$ cat src/rtl/phy_tx_pkg.sv
// Shared constants and state encoding for the PHY transmit path.
package phy_tx_pkg;

   localparam logic [7:0] K28_5          = 8'hBC;
   localparam int         DEF_WIDTH      = 8;
   localparam int         DEF_INIT_IDLES = 4;

   typedef enum logic {
      ST_INIT   = 1'b0,
      ST_ACTIVE = 1'b1
   } tx_state_t;

endpackage

$ cat src/rtl/ps_hold_buf.sv
// One-entry holding register with full flag; push and pop may coincide.
module ps_hold_buf
   import phy_tx_pkg::*;
#(
   parameter int WIDTH = DEF_WIDTH
) (
   input  logic             clk_32f,
   input  logic             reset_L,
   input  logic             push,
   input  logic             pop,
   input  logic [WIDTH-1:0] din,
   output logic [WIDTH-1:0] dout,
   output logic             full
);

   // NOTE: the data register is reset as well so no X ever reaches the serialiser.
   always_ff @(posedge clk_32f or negedge reset_L) begin
      if (!reset_L) begin
         dout <= '0;
         full <= 1'b0;
      end else if (push) begin
         dout <= din;
         full <= 1'b1;
      end else if (pop) begin
         full <= 1'b0;
      end
   end

endmodule

$ cat src/rtl/paralelo_serial_param.sv
// Parallel-to-serial converter: one bit per clock, idle fill, reset preamble.
module paralelo_serial_param
   import phy_tx_pkg::*;
#(
   parameter int               WIDTH      = DEF_WIDTH,
   parameter logic [WIDTH-1:0] IDLE_WORD  = K28_5,
   parameter bit               MSB_FIRST  = 1'b1,
   parameter int               INIT_IDLES = DEF_INIT_IDLES
) (
   input  logic             clk_32f,
   input  logic             reset_L,
   input  logic [WIDTH-1:0] data_in,
   input  logic             valid_in,
   output logic             ready_out,
   output logic             data_out,
   output logic             word_start,
   output logic             is_data
);

   localparam int CW = $clog2(WIDTH);
   localparam int IW = $clog2(INIT_IDLES + 1);

   tx_state_t        state;
   logic [CW-1:0]    cnt;
   logic [CW-1:0]    sel;
   logic [WIDTH-1:0] cur;
   logic             cur_is_data;
   logic [IW-1:0]    idle_cnt;
   logic [WIDTH-1:0] hold_data;
   logic             hold_full;
   logic             load;
   logic             push;
   logic             pop;

   assign load = (cnt == CW'(WIDTH - 1));

   // The hold slot frees on a load edge, so a new word can be taken there too.
   assign ready_out = (state == ST_ACTIVE) && (!hold_full || load);
   assign push      = valid_in && ready_out;
   assign pop       = load && hold_full;

   always_comb begin
      sel = cnt;
      if (MSB_FIRST) sel = CW'(WIDTH - 1) - cnt;
   end

   ps_hold_buf #(.WIDTH(WIDTH)) u_hold (
      .clk_32f (clk_32f),
      .reset_L (reset_L),
      .push    (push),
      .pop     (pop),
      .din     (data_in),
      .dout    (hold_data),
      .full    (hold_full)
   );

   always_ff @(posedge clk_32f or negedge reset_L) begin
      if (!reset_L) begin
         state       <= ST_INIT;
         cnt         <= '0;
         cur         <= IDLE_WORD;
         cur_is_data <= 1'b0;
         idle_cnt    <= '0;
         data_out    <= 1'b0;
         word_start  <= 1'b0;
         is_data     <= 1'b0;
      end else begin
         data_out   <= cur[sel];
         word_start <= (cnt == '0);
         is_data    <= cur_is_data;
         cnt        <= load ? '0 : cnt + 1'b1;
         if (load) begin
            cur         <= hold_full ? hold_data : IDLE_WORD;
            cur_is_data <= hold_full;
            if (state == ST_INIT) begin
               idle_cnt <= idle_cnt + 1'b1;
               if (idle_cnt == IW'(INIT_IDLES - 1)) state <= ST_ACTIVE;
            end
         end
      end
   end

endmodule

$ cat config.mk
export PLATFORM = sky130hd
export DESIGN_NAME = paralelo_serial_param
export DESIGN_NICKNAME = d
export VERILOG_FILES = /design/src/rtl/phy_tx_pkg.sv /design/src/rtl/ps_hold_buf.sv /design/src/rtl/paralelo_serial_param.sv
export SDC_FILE = /design/constraint.sdc
export NUM_CORES = 1
export LEC_CHECK = 0
export BUFFER_PORTS_ARGS = -buffer_cell sky130_fd_sc_hd__clkbuf_2
export CAP_MARGIN = 20
export CORE_MARGIN = 3
export CORE_UTILIZATION = 59
export CTS_CLUSTER_DIAMETER = 50
export DETAILED_ROUTE_END_ITERATION = 7
export HOLD_SLACK_MARGIN = 0.02
export PLACE_DENSITY = 0.81
export SKIP_CTS_REPAIR_TIMING = 1
export SLEW_MARGIN = 10
export SYNTH_ARGS = -nofsm -noshare
export SYNTH_HDL_FRONTEND = slang
export SYNTH_SLANG_ARGS = --single-unit
$ cat constraint.sdc
create_clock -name clk_32f -period 4.7 [get_ports clk_32f]
set_input_delay 0.705 -clock clk_32f [delete_from_list [all_inputs] [get_ports clk_32f]]
set_output_delay 0.705 -clock clk_32f [all_outputs]
set_load 0.03 [all_outputs]
==> summary.md <==
| Metric | Value |
|---|---|
| Largest area contributor in the synthesized netlist | `sky130_fd_sc_hd__dfrtp_1` |
| DR WL/cell | `12.6 um` |
| Number of remaining DRC errors | `0` |
| First-pass GRT wire length | `between 2000 and 3000 um` |
| Post-synth cell types | `21` |
| Die ar. | `2490 sq um` |
| Seq cells post-synth | `28` |
| Critical-path cell with the highest stage delay | `sky130_fd_sc_hd__dfrtp_1` |
| Data required time of the worst path | `~4.0 ns` |
| Highest achievable clock rate | `0.362 GHz` |
| Worst rel slew slack | `a little under three fifths` |
| Clock input transition at the sequential cells of the worst setup and hold paths | `0.14 ns` |
| Net count after synthesis | `97` |
| Initial standard-cell utilization of the core | `approximately 64%` |
| Antenna violations before repair | `0` |
| Number of core rows | `15` |
| Number of buffers created by CTS | `3` |
| Synthesized instance count | `just over 80` |
| Maximum single-stage delay on the critical path | `between 0.4 and 0.5 ns` |
| Final instance count without filler cells | `around 120` |
| Post-Route WL | `between 1500 and 2000 um` |
| Area of placed instances | `1230 sq um` |
| Aggregate global routing overflow | `0` |
| Slew Limit Fails | `0` |
| Worst Clk Skew | `approximately 0.011 ns` |
| Pre-antenna DRT Iters | `4` |
| Multi-input logic area | `388 sq um` |
| Clock network fraction of design power | `a little over a fifth` |
| WS Path Type | `reg -> out` |
| Switching share of total power | `23.1%` |
| Final count of hold timing violations | `0` |
| Maximum buffer depth of the clock tree | `2` |
| Flop2flop setup slack | `2.64 ns` |
| Maximum fanout count along the critical path | `18` |
| Cell leakage power | `0.603 nW` |
| Largest voltage drop on the vdd net | `around 0.28 mV` |
| Global routing usage on met1 | `approximately 18%` |
| CTS H-tree depth | `1` |
| Final worst path period share | `between 50 and 60%` |
| Share of synthesized area occupied by flip-flops and latches | `62.2%` |
| Status | `complete, no violations` |
| Vias per inst | `5.14` |
| Main area contributors after synthesis | `sky130_fd_sc_hd__dfrtp_1 (51%), sky130_fd_sc_hd__dfstp_2 (12%), sky130_fd_sc_hd__mux2_2 (9.9%), sky130_fd_sc_hd__ha_1 (5.5%), sky130_fd_sc_hd__mux4_1 (4.6%)` |
| Placeable core region | `roughly 1800 sq um` |
| Overall fraction of global-route tracks in use | `between 10% and 20%` |
| Detailed router's first-iteration violation count | `2` |
| Cells along the critical path | `ha_1 > ha_1 > nand2b_1 > and2_1 > clkbuf_2` |
| Min-Delay Path Class | `in -> async` |
| Via count of the first global-routing pass | `between 700 and 800` |
| RD Place Congestion | `roughly 0.76` |
| Width of the chip | `49.9 um` |
| Gate power share | `between 10 and 15%` |
| Setup repair after global routing missed its margin | `no` |
| Area of all placed cells without fillers | `between 1000 and 1500 sq um` |
| ANT nets after route | `0` |
| Data arrival time of the worst path | `approximately 2.1 ns` |
| NumNets Final | `approximately 110` |
| Die Ht | `49.9 um` |
| Areal power density over the cells | `353 nW/um^2` |
| Met3 track demand over resource in global routing | `1.81%` |
| Placed wire-length estimate | `1140 um` |
| R2R cell count | `5` |
| Total Power Consumption | `443 uW` |
| Warning count from the yosys run | `0` |
| Sequential cell area | `between 700 and 800 sq um` |
| Clock tree from TritonCTS | `yes` |
| Pin count of the biggest net entering global routing | `29` |
| Cell Int Power | `340 uW` |
| Clock Latency Late Sink | `about 0.32 ns` |
| Net switching power of the design | `~100 uW` |
| Port Buf Inserts | `14` |
| Layout Area Growth over Synthesis | `10.2%` |
| Setup tns final | `0 ns` |
| Antenna Diode Count | `0` |
| Finish-stage setup viols | `0` |
| Total number of vias | `between 600 and 700` |
| Kind of start point of the critical path | `flip-flop` |
| Delay-heaviest family, CP | `adder cells` |
| Filler cell count | `approximately 140` |
| Sequential group share of total power | `approximately 66%` |
| Buffering stage count on the worst path with inverters included | `1` |
| Number of sinks driven by the clock tree | `28` |
| Maximum capacitance violations | `0` |
| Time the worst path needs with I/O delays and setup | `2.76 ns` |
| Portion of synthesized cell area occupied by the leading cell type | `50.7%` |
| Startpoint of the most critical register-to-register path | `cnt[0]` |
| Cell area after technology mapping | `~1100 sq um` |
| Worst-Margin Slew | `0.650 ns` |
| Fraction of layout cells with a size suffix above 1 | `34.0%` |
| Global-route track usage on met2 | `between 20% and 30%` |
| Peak-usage layer in the global routing report | `met2` |
| Num ports | `15` |
| Post-Synthesis Mean Instance Area | `roughly 14 sq um` |
| Clk root buf | `sky130_fd_sc_hd__clkbuf_4` |
| Critical path capture point type | `output pin` |
| R2R Path End | `u_hold.dout[5]` |
| CP dominant cell by count | `sky130_fd_sc_hd__ha_1` |
| Number of placed cells counting well taps | `between 100 and 150` |
## layout make-up
cell class / count / area share (%)
Sequential cell: 28 / 56.4
Multi-Input combinational cell: 43 / 31.0
Timing Repair Buffer: 14 / 5.59
Tap cell: 25 / 2.50
Inverter: 8 / 2.40
Clock buffer: 4 / 2.10
## routing by layer
| layer | wire length [um] | share of wire (%) |
|---|---|---|
| met1 | 701 | 45 |
| met2 | 783 | 51 |
| met3 | 56 | 3.6 |
| met4 | 0 | 0 |
| met5 | 0 | 0 |
## through the flow
| step | utilization [%] | setup slack [ns] | hold slack (ns) |
|---|---|---|---|
| 2_1_floorplan | - | 2.62 | 0.354 |
| 3_3_place_gp | 69.5 | 2.38 | 0.362 |
| 3_5_place_dp | 69.5 | 2.32 | 0.372 |
| 4_1_cts | 71.0 | 1.92 | 0.394 |
| 5_1_grt | 71.0 | 1.80 | 0.416 |
| 6_report | 71.0 | 1.94 | 0.384 |
## power groups by stage
stage	combinational [mW]	clock [mW]	sequential (mW)
after floorplan	0.0351	0	0.297
after global placement	0.0537	0	0.296
after detailed placement	0.0563	0	0.296
after CTS	0.0565	0.101	0.292
after global routing	0.0619	0.110	0.296
final	0.0550	0.0963	0.291
## placed cells by master, fill, tap and decap left out, drive strengths merged
cell type | netlist | layout
a21o | 1 | 1
dfstp | 5 | 5
o21ai | 5 | 5
mux2 | 10 | 10
nor2b | 2 | 2
o22a | 4 | 4
nand3 | 4 | 4
ha | 5 | 5
xnor2 | 1 | 1
mux4 | 2 | 2
a31oi | 1 | 1
inv | 8 | 8
nand2 | 3 | 3
nor2 | 2 | 2
and2 | 1 | 1
clkbuf | 1 | 18
nand4b | 1 | 1
nand2b | 1 | 1
dfrtp | 23 | 23
## flip-flops by register name, indices dropped and copies added (netlist names)
| name | flops |
|---|---|
| word_start | 1 |
| idle_cnt | 3 |
| u_hold.dout | 8 |
| cur | 8 |
| is_data | 1 |
| data_out | 1 |
| state | 1 |
| u_hold.full | 1 |
| cnt | 3 |
| cur_is_data | 1 |
## how the worst max path moves through the flow
stage,from,endpoint,slack (ns),depth (start not counted)
global placement,cnt[0],ready_out,2.38,5
floorplan,cnt[0],ready_out,2.62,5
CTS,cnt[0],ready_out,1.92,5
finish,cnt[0],ready_out,1.94,5
detailed placement,cnt[0],ready_out,2.32,5
global route,cnt[0],ready_out,1.80,5
## kinds of logic after synthesis
logic type,synth area share [%]
adder cells (fa/ha/maj),5.51
multiplexers,14.5
AND/OR/NAND/NOR,6.83
flip-flops,62.2
buffers and inverters,3.63
AO/OA/AOI/OAI,6.50
XOR/XNOR,0.771
## synth_stat cells
| library cell | instances |
|---|---|
| sky130_fd_sc_hd__a21o_1 | 1 |
| sky130_fd_sc_hd__a31oi_1 | 1 |
| sky130_fd_sc_hd__and2_1 | 1 |
| sky130_fd_sc_hd__buf_4 | 1 |
| sky130_fd_sc_hd__clkbuf_1 | 1 |
| sky130_fd_sc_hd__dfrtp_1 | 23 |
| sky130_fd_sc_hd__dfstp_2 | 5 |
| sky130_fd_sc_hd__ha_1 | 5 |
| sky130_fd_sc_hd__inv_1 | 8 |
| sky130_fd_sc_hd__mux2_2 | 10 |
| sky130_fd_sc_hd__mux4_1 | 2 |
| sky130_fd_sc_hd__nand2_1 | 3 |
| sky130_fd_sc_hd__nand2b_1 | 1 |
| sky130_fd_sc_hd__nand3_1 | 3 |
| sky130_fd_sc_hd__nand3_2 | 1 |
| sky130_fd_sc_hd__nand4b_1 | 1 |
| sky130_fd_sc_hd__nor2_1 | 2 |
| sky130_fd_sc_hd__nor2b_1 | 2 |
| sky130_fd_sc_hd__o21ai_0 | 5 |
| sky130_fd_sc_hd__o22a_1 | 4 |
| sky130_fd_sc_hd__xnor2_1 | 1 |
No activity file was read; power rests on OpenSTA's default activity.
